$ cat config.mk
export PLATFORM = sky130hd
export DESIGN_NAME = mux_4to1_20bit_arb
export DESIGN_NICKNAME = d
export VERILOG_FILES = /design/src/rtl/mux_4to1_20bit_arb_pkg.sv /design/src/rtl/mux_4to1_20bit.sv /design/src/rtl/mux_4to1_20bit_arb.sv
export SDC_FILE = /design/constraint.sdc
export NUM_CORES = 1
export LEC_CHECK = 0
export CAP_MARGIN = 30
export CORE_UTILIZATION = 37
export CTS_BUF_LIST = sky130_fd_sc_hd__clkbuf_16
export CTS_CLUSTER_DIAMETER = 80
export DETAILED_ROUTE_END_ITERATION = 8
export PLACE_DENSITY = 0.87
export SLEW_MARGIN = 5
export SYNTH_ARGS = -nofsm -noshare
export SYNTH_HDL_FRONTEND = slang
export SYNTH_SLANG_ARGS = --single-unit
$ cat constraint.sdc
create_clock -name Clock -period 5.6 [get_ports Clock]
set_input_delay 1.12 -clock Clock [delete_from_list [all_inputs] [get_ports Clock]]
set_output_delay 1.12 -clock Clock [all_outputs]
set_load 0.05 [all_outputs]
$ cat src/rtl/mux_4to1_20bit_arb_pkg.sv
// ---------------------------------------------------------------------------
// mux_4to1_20bit_arb_pkg
//
// Purpose: shared widths, output-stage state encoding and small helper types
// for the four-requester round-robin arbiter and its 20-bit datapath mux.
//
// Contents:
//   ARB_DATA_W   - width of every requester word and of the output word (20)
//   ARB_NUM_REQ  - number of requesters sharing the datapath (4)
//   ARB_IDX_W    - width of a requester index / mux select (2)
//   arb_state_e  - output register state, ARB_EMPTY = 0, ARB_FULL = 1
//   arbOneHot()  - turns a requester index into a one-hot grant vector
// ---------------------------------------------------------------------------
package mux_4to1_20bit_arb_pkg;

  localparam int ARB_DATA_W  = 20;
  localparam int ARB_NUM_REQ = 4;
  localparam int ARB_IDX_W   = 2;

  // The output register either holds a word nobody has taken yet or it does
  // not; Out_Valid is simply "state is FULL".
  typedef enum logic {
    ARB_EMPTY = 1'b0,
    ARB_FULL  = 1'b1
  } arb_state_e;

  typedef logic [ARB_DATA_W-1:0]  arb_data_t;
  typedef logic [ARB_IDX_W-1:0]   arb_idx_t;
  typedef logic [ARB_NUM_REQ-1:0] arb_req_t;

  // Builds the one-hot grant for a winner index. Written as a bit set rather
  // than a shift so the result width is obviously ARB_NUM_REQ.
  function automatic arb_req_t arbOneHot(input arb_idx_t idx);
    arb_req_t oneHot;
    oneHot      = '0;
    oneHot[idx] = 1'b1;
    return oneHot;
  endfunction

endpackage

$ cat src/rtl/mux_4to1_20bit.sv
// ---------------------------------------------------------------------------
// mux_4to1_20bit
//
// Purpose: plain combinational 4:1 multiplexer for 20-bit words. This is the
// shared datapath that the arbiter steers with its Select output.
//
// Ports:
//   In0..In3 (in,  20) - candidate words
//   Select   (in,   2) - index of the word to pass through
//   Out      (out, 20) - the selected word
// ---------------------------------------------------------------------------
module mux_4to1_20bit
  import mux_4to1_20bit_arb_pkg::*;
(
  input  logic [ARB_DATA_W-1:0] In0,
  input  logic [ARB_DATA_W-1:0] In1,
  input  logic [ARB_DATA_W-1:0] In2,
  input  logic [ARB_DATA_W-1:0] In3,
  input  logic [ARB_IDX_W-1:0]  Select,
  output logic [ARB_DATA_W-1:0] Out
);

  // Straight selection; every select value is covered so no latch is implied.
  always_comb begin
    Out = In0;
    case (Select)
      2'd0:    Out = In0;
      2'd1:    Out = In1;
      2'd2:    Out = In2;
      default: Out = In3;
    endcase
  end

endmodule

$ cat src/rtl/mux_4to1_20bit_arb.sv
// ---------------------------------------------------------------------------
// mux_4to1_20bit_arb
//
// Purpose: arbitrates four 20-bit producers onto one shared mux_4to1_20bit
// datapath and presents the chosen word to a single consumer through a
// one-entry output register with a valid/ready handshake. The register can
// drain and refill on the same edge, so a continuously ready consumer sees
// one word per cycle.
//
// Parameters:
//   RR_ENABLE - 1: round-robin starting after the last winner
//               0: fixed priority, requester 0 highest
//
// Ports:
//   Clock     (in,   1) - sole clock, rising edge
//   Reset_n   (in,   1) - synchronous active-low reset
//   Req       (in,   4) - Req[i] high: In<i> holds a valid word
//   In0..In3  (in,  20) - requester words
//   Gnt       (out,  4) - one-hot, Gnt[i]: In<i> is consumed at this edge
//   Select    (out,  2) - mux select, the current winner index
//   Out       (out, 20) - registered output word
//   Out_Valid (out,  1) - Out holds a word not yet accepted
//   Out_Ready (in,   1) - consumer takes Out this edge when Out_Valid is high
// ---------------------------------------------------------------------------
module mux_4to1_20bit_arb
  import mux_4to1_20bit_arb_pkg::*;
#(
  parameter bit RR_ENABLE = 1'b1
)
(
  input  logic                   Clock,
  input  logic                   Reset_n,
  input  logic [ARB_NUM_REQ-1:0] Req,
  input  logic [ARB_DATA_W-1:0]  In0,
  input  logic [ARB_DATA_W-1:0]  In1,
  input  logic [ARB_DATA_W-1:0]  In2,
  input  logic [ARB_DATA_W-1:0]  In3,
  output logic [ARB_NUM_REQ-1:0] Gnt,
  output logic [ARB_IDX_W-1:0]   Select,
  output logic [ARB_DATA_W-1:0]  Out,
  output logic                   Out_Valid,
  input  logic                   Out_Ready
);

  // Picks the winner among the pending requesters.
  // Round-robin: rotate the scan so it starts just after the last winner and
  // take the first pending index. The loop walks the offsets from the far end
  // back towards last+1 so the nearest pending requester is assigned last and
  // therefore wins. Offset ARB_NUM_REQ wraps to the last winner itself, which
  // lets a lone requester win back-to-back.
  // Fixed priority: same trick, scanning down so index 0 is assigned last.
  // With no request pending the result is 0, which is also the idle Select.
  function automatic arb_idx_t pickWinner(input arb_req_t req,
                                          input arb_idx_t last,
                                          input bit       roundRobin);
    arb_idx_t winner;
    arb_idx_t idx;
    winner = '0;
    if (roundRobin) begin
      for (int k = ARB_NUM_REQ; k >= 1; k--) begin
        idx = last + arb_idx_t'(k);
        if (req[idx]) begin
          winner = idx;
        end
      end
    end else begin
      for (int k = ARB_NUM_REQ - 1; k >= 0; k--) begin
        if (req[k]) begin
          winner = arb_idx_t'(k);
        end
      end
    end
    return winner;
  endfunction

  arb_state_e r_state;
  arb_state_e w_stateNext;
  arb_data_t  r_out;
  arb_idx_t   r_last;

  logic      w_anyReq;
  logic      w_load;
  arb_idx_t  w_winner;
  arb_idx_t  w_select;
  arb_data_t w_muxOut;

  // Winner, select and load are all combinational from Req, the stored
  // pointer and Out_Ready. Reset_n gates load and select so that a reset
  // cycle never hands out a grant and the mux sits at index 0.
  always_comb begin
    w_anyReq = |Req;
    w_winner = pickWinner(Req, r_last, RR_ENABLE);
    w_load   = Reset_n && w_anyReq && ((r_state == ARB_EMPTY) || Out_Ready);
    w_select = (Reset_n && w_anyReq) ? w_winner : '0;
  end

  assign Select    = w_select;
  assign Gnt       = w_load ? arbOneHot(w_winner) : '0;
  assign Out       = r_out;
  assign Out_Valid = (r_state == ARB_FULL);

  // Shared datapath: the select follows the winner, so on a load edge the
  // mux output is exactly the word being granted.
  mux_4to1_20bit u_mux (
    .In0    (In0),
    .In1    (In1),
    .In2    (In2),
    .In3    (In3),
    .Select (w_select),
    .Out    (w_muxOut)
  );

  // Output FSM next state. A load always leaves us FULL, which covers the
  // drain-and-refill case; only an accepted word with nothing to replace it
  // empties the register.
  always_comb begin
    w_stateNext = r_state;
    case (r_state)
      ARB_EMPTY: begin
        if (w_load) begin
          w_stateNext = ARB_FULL;
        end
      end
      ARB_FULL: begin
        if (w_load) begin
          w_stateNext = ARB_FULL;
        end else if (Out_Ready) begin
          w_stateNext = ARB_EMPTY;
        end
      end
      default: w_stateNext = ARB_EMPTY;
    endcase
  end

  // State, data and pointer registers. The pointer resets to 3 so the first
  // round-robin scan starts at requester 0. Out only changes on a load, so a
  // stalled or drained register keeps its word and there is no combinational
  // path from Out_Ready to Out.
  always_ff @(posedge Clock) begin
    if (!Reset_n) begin
      r_state <= ARB_EMPTY;
      r_out   <= '0;
      r_last  <= 2'b11;
    end else begin
      r_state <= w_stateNext;
      if (w_load) begin
        r_out  <= w_muxOut;
        r_last <= w_winner;
      end
    end
  end

  // Design invariants: never more than one grant, and a stalled word stays
  // put until the consumer takes it.
  assert property (@(posedge Clock) disable iff (!Reset_n) $onehot0(Gnt));
  assert property (@(posedge Clock) disable iff (!Reset_n)
                   (Out_Valid && !Out_Ready) |=> (Out_Valid && $stable(Out)));

endmodule

==> results.ini, run 1 <==
[outcome]
outcome=complete, no violations

[final_layout]
syn_to_final_growth_pct=81.2
post-route-cell-area_mm2=0.00272
layout.cells.non_filler=336
n_antenna_cell=0
drive_gt1_share_pct=11.1
final_nets=376

[critical_path]
crit_buf_inv=3
endpoint_kind=output port
path_common_cell=clkdlybuf4s50_1
worstPathArrival_ps=3690
crit_chain=clkdlybuf4s50_1 -> and3b_1 -> a31oi_1 -> or4b_4 -> inv_1 -> clkdlybuf4s50_1
cpMaxStageDelayCell=clkdlybuf4s50_1
cp-start-kind=input port
cp_slowest_stage_delay_ps=800
critPathTopFamily=buffers and inverters
worst-setup-path-type=in2out
cp.required_ps=4480
crit_path_max_fanout=21

[synthesis]
yosysMostFrequentCell=nor2_1
yosysWarnings=0
synth-main-ff-cell=dfxtp_1
synth.top_cell.area_share_pct=30.6
synth.area.top_cells=dfxtp_1 (31%), nor3_2 (13%), o221ai_1 (12%)
syn_avg_cell_area_um2=8.08
synth_edf_count=0
ys_types=30
ys_seq_area_share_pct=30.6
synth_top_area_cell=dfxtp_1
ys_top_cells_by_count=nor2_1 (27), nand2_1 (24), dfxtp_1 (23)
synth_area_mm2=0.00150
synth.ff_latch_count=23
async_reset_ff_share_pct=0
synth_nets=273
synth_cells=186

[cts]
path_clk_slew_ps=60
cts_buffer_depth=2
h-tree-depth=1
clockRootBuffer=clkbuf_16
clk_latency_ps=250
post_cts.repair.setup_buffers=0
cts_tree=done
cts_buffers=3
hold_buffers=0
cts_resized=0
cts_sinks=23

[power_and_ir_drop]
peakVddDrop_v=0.000139
p_sw_share_pct=39.2
clkPwrFrac_pct=22.0
p_int_uw=427
comb_power_share_pct=48.5
p_seq_share_pct=29.5
p_leak_uw=0.000981
power_uw=703
switching_power_uw=276
power_density_mw_per_mm2=258

[floorplan]
coreArea_mm2=0.00377
num_rows=22
ioPinCount=114
start_util_pct=39.8
dieWidth_um=65.7
chipHeight_um=65.7
die_area_mm2=0.00432

[sta]
maxSlewHeadroom_pct=48.9
grt_setup_unrepaired=false
setup_tns_ps=0
hold_viol=0
min_period_ps=4810
fin_crit_sh_pct=85.8
setup_ws_ps=794
setup_viol=0
finalClockSkew_ps=1.20
fmax_mhz=208
tightest_slew_ps=765
slew_violations=0

[detailed_routing]
drt_iter0_drc=104
dr.pass1.iters=4
routed_wl_um=5560
drt-vias-per-instance=5.49
via_count=1845
final_antenna_net_count=0
wl_per_cell_um=16.6
remaining_drc_errors=0

[placement]
placed_area_mm2=0.00262
place_inst=330
routabilityCongestion=0.790
portBuffers=113
place_ws_ps=632
hpwl_um=4050

[worst_hold_path]
holdCritPathClass=reg2reg

[flow_run]
cap_violations=0

[grt]
grt_max_degree=28
grt_pass1_wl_um=8400
grt_pass1_vias=1612
grt_overflow=0
grt_usage_pct=25.5
antenna_found_initial=0

[flip-flops by register name, summed over array words and instances (netlist names)]
name / flops
r_last: 2
Out: 20
Out_Valid: 1
[cells by family (layout without fill, tap and decap cells)]
group | count (synthesis) | in the layout | share of synthesized area, %
simple gates | 87 | 87 | 33.1
compound gates | 53 | 53 | 28.1
buf+inv | 23 | 125 | 8.24
flops | 23 | 23 | 30.6
[cell usage in the layout (no fill, tap or decap), types with 3 or more instances in the layout]
cell	n
clkdlybuf4s50_1	113
o31ai_1	20
dfxtp_1	23
buf_4	3
inv_1	4
a21oi_1	3
clkbuf_16	3
nand2_1	24
nor3_1	3
nor2_1	27
o221ai_1	20
nor3_2	20
[per-layer routing]
metal | global-route usage, % | up-vias | part of all wire, %
li1 | - | 900 | -
met3 | 3.65 | 11 | 7.0
met1 | 32.7 | 863 | 42
met5 | 0 | - | 0
met2 | 42.9 | 71 | 49
met4 | 8.97 | 0 | 1.9
[power groups by stage]
stage          Sequential (uW)  Clock, uW  Combinational (uW)
2_1_floorplan              288          0                 122
3_3_place_gp               209          0                 332
3_5_place_dp               211          0                 336
4_1_cts                    207        156                 337
5_1_grt                    212        169                 357
6_report                   208        155                 341
[cell type report]
class,count,area [um^2]
fillers,289,1050
clock buffers,3,75.1
repair buffers,118,1180
clock inverters,1,3.75
well taps,48,60.1
flip-flops and latches,23,460
multi-input cells,140,932
inverters,3,11.3
[path summary, 6_finish.rpt]
path	from	endpoint	slack (ps)	cells past startpoint
min	Out[6]	Out[6]	450	2
min reg2reg	Out[6]	Out[6]	450	2
max	Req[3]	Select[1]	790	6
max reg2reg	r_last[1]	Out[2]	3570	6
[per-stage QoR]
| stage | hold WS [ps] | utilization (%) |
|---|---|---|
| 2_1_floorplan | 608 | - |
| 4_1_cts | 452 | 71.5 |
| 5_1_grt | 472 | 72.2 |
| 3_3_place_gp | 433 | 69.4 |
| 3_5_place_dp | 438 | 69.4 |
| 6_report | 447 | 72.2 |
[worst reg2reg max path, cell delays in order, from the launching register on]
cell	delay, ps
dfxtp_1	480
inv_1	140
a21oi_1	170
o221a_2	530
buf_4	300
nor3_2	70
o31ai_1	250
(Power assumes the default switching activity.)
==> run 2: changes to the inputs <==
Settings changed: CORE_ASPECT_RATIO set to 0.9.
==> results.ini, run 2 (synthesis results as in run 1) <==
[outcome]
outcome=complete, no violations

[sta]
finalClockSkew_ps=6.15
setup_viol=0
min_period_ps=4940
grt_setup_unrepaired=false
fin_crit_sh_pct=88.2
maxSlewHeadroom_pct=32.6
fmax_mhz=202
tightest_slew_ps=1010
slew_violations=0
hold_viol=0
setup_tns_ps=0

[floorplan]
chipHeight_um=62.5
coreArea_mm2=0.00381
ioPinCount=114
die_area_mm2=0.00432
start_util_pct=39.4
num_rows=21
dieWidth_um=69.2

[power_and_ir_drop]
peakVddDrop_v=0.000175
p_leak_uw=0.000966
clkPwrFrac_pct=22.5
power_uw=701
power_density_mw_per_mm2=260
p_int_uw=425
switching_power_uw=276
comb_power_share_pct=48.0
p_seq_share_pct=29.5
p_sw_share_pct=39.4

[final_layout]
drive_gt1_share_pct=10.8
syn_to_final_growth_pct=79.4
final_nets=374
largest_register_ffs=20
final_cell_mix=clkdlybuf4s50_1 (113), nor2_1 (27), nand2_1 (24), dfxtp_1 (23)
post-route-cell-area_mm2=0.00270
final_common_cell=clkdlybuf4s50_1
multi_input_area_um2=932
n_antenna_cell=0
final_util_pct=70.7
filler_cell_count=311
seq_area_um2=460

[grt]
grt_usage_pct=25.0
grt_pass1_vias=1786
grt_pass1_wl_um=8870
grt_max_degree=28
antenna_found_initial=0
grt_overflow=0

[cts]
h-tree-depth=1
cts_buffers=3
clockRootBuffer=clkbuf_16
cts_buffer_depth=2
clk_latency_ps=260
post_cts.repair.setup_buffers=0
cts_tree=done
hold_buffers=0
cts_sinks=23
path_clk_slew_ps=60
cts_resized=0

[critical_path]
crit_buf_inv=2
cp.required_ps=4480
critPathTopFamily=buffers and inverters
endpoint_kind=output port
cp-start-kind=input port
worst-setup-path-type=in2out
cpMaxStageDelayCell=nor2b_2
path_common_cell=clkdlybuf4s50_1
crit_path_max_fanout=27
worstPathArrival_ps=3820
crit_chain=clkdlybuf4s50_1 -> o41ai_1 -> nor2b_2 -> nand2b_1 -> nor2_1 -> clkdlybuf4s50_1
cp_slowest_stage_delay_ps=810

[detailed_routing]
via_count=1819
remaining_drc_errors=0
final_antenna_net_count=0
routed_wl_um=5410
wl_per_cell_um=16.3
drt_iter0_drc=86
dr.pass1.iters=4
drt-vias-per-instance=5.48

[placement]
portBuffers=113
placed_area_mm2=0.00262
hpwl_um=4010
routabilityCongestion=0.819

[worst_hold_path]
holdCritPathClass=reg2reg

[flow_run]
cap_violations=0

run 2: changes by cell type in the layout (fill, tap and decap cells not counted), sizes merged:
| cell | delta |
|---|---|
| buf | -2 |
| clkinv | +1 |
| inv | -1 |
run 2: area by class of cell:
| cell class | count | share of cell area (%) |
|---|---|---|
| flip-flops and latches | 23 | 17.1 |
| well taps | 46 | 2.14 |
| multi-input cells | 140 | 34.6 |
| repair buffers | 116 | 42.8 |
| clock buffers | 3 | 2.79 |
| clock inverters | 1 | 0.186 |
| inverters | 3 | 0.418 |
run 2: final timing paths:
check / end / startpoint / cells after the start / slack, ps
max: Gnt[1] / Req[1] / 6 / 660
min: Out[3] / Out[3] / 2 / 460
max reg2reg: Out[17] / r_last[1] / 5 / 3330
min reg2reg: Out[3] / Out[3] / 2 / 460
run 2: power groups by stage:
stage / registers [uW] / logic [uW] / clock network (uW)
floorplan: 288 / 122 / 0
CTS: 207 / 337 / 160
finish: 207 / 336 / 158
global route: 211 / 354 / 164
global placement: 209 / 333 / 0
detailed placement: 210 / 336 / 0
run 2: worst register-to-register path: cells and delay by family, from the launching register on:
family / cells / cell delay, ps
simple gates: 2 / 290
flops: 1 / 480
compound gates: 3 / 1420
run 2: routing by layer:
layer  track usage (%)  share of wire [%]
met1              31.6                 45
met2              44.1                 50
met3              4.19                4.9
met4              5.87               0.85
met5                 0                  0
run 2: per-stage QoR:
step	instances	hold WS, ps	setup WS, ps
finish	332	457	660
global route	332	484	448
CTS	332	458	668
detailed placement	328	443	675
global placement	328	434	692
floorplan	186	608	1730
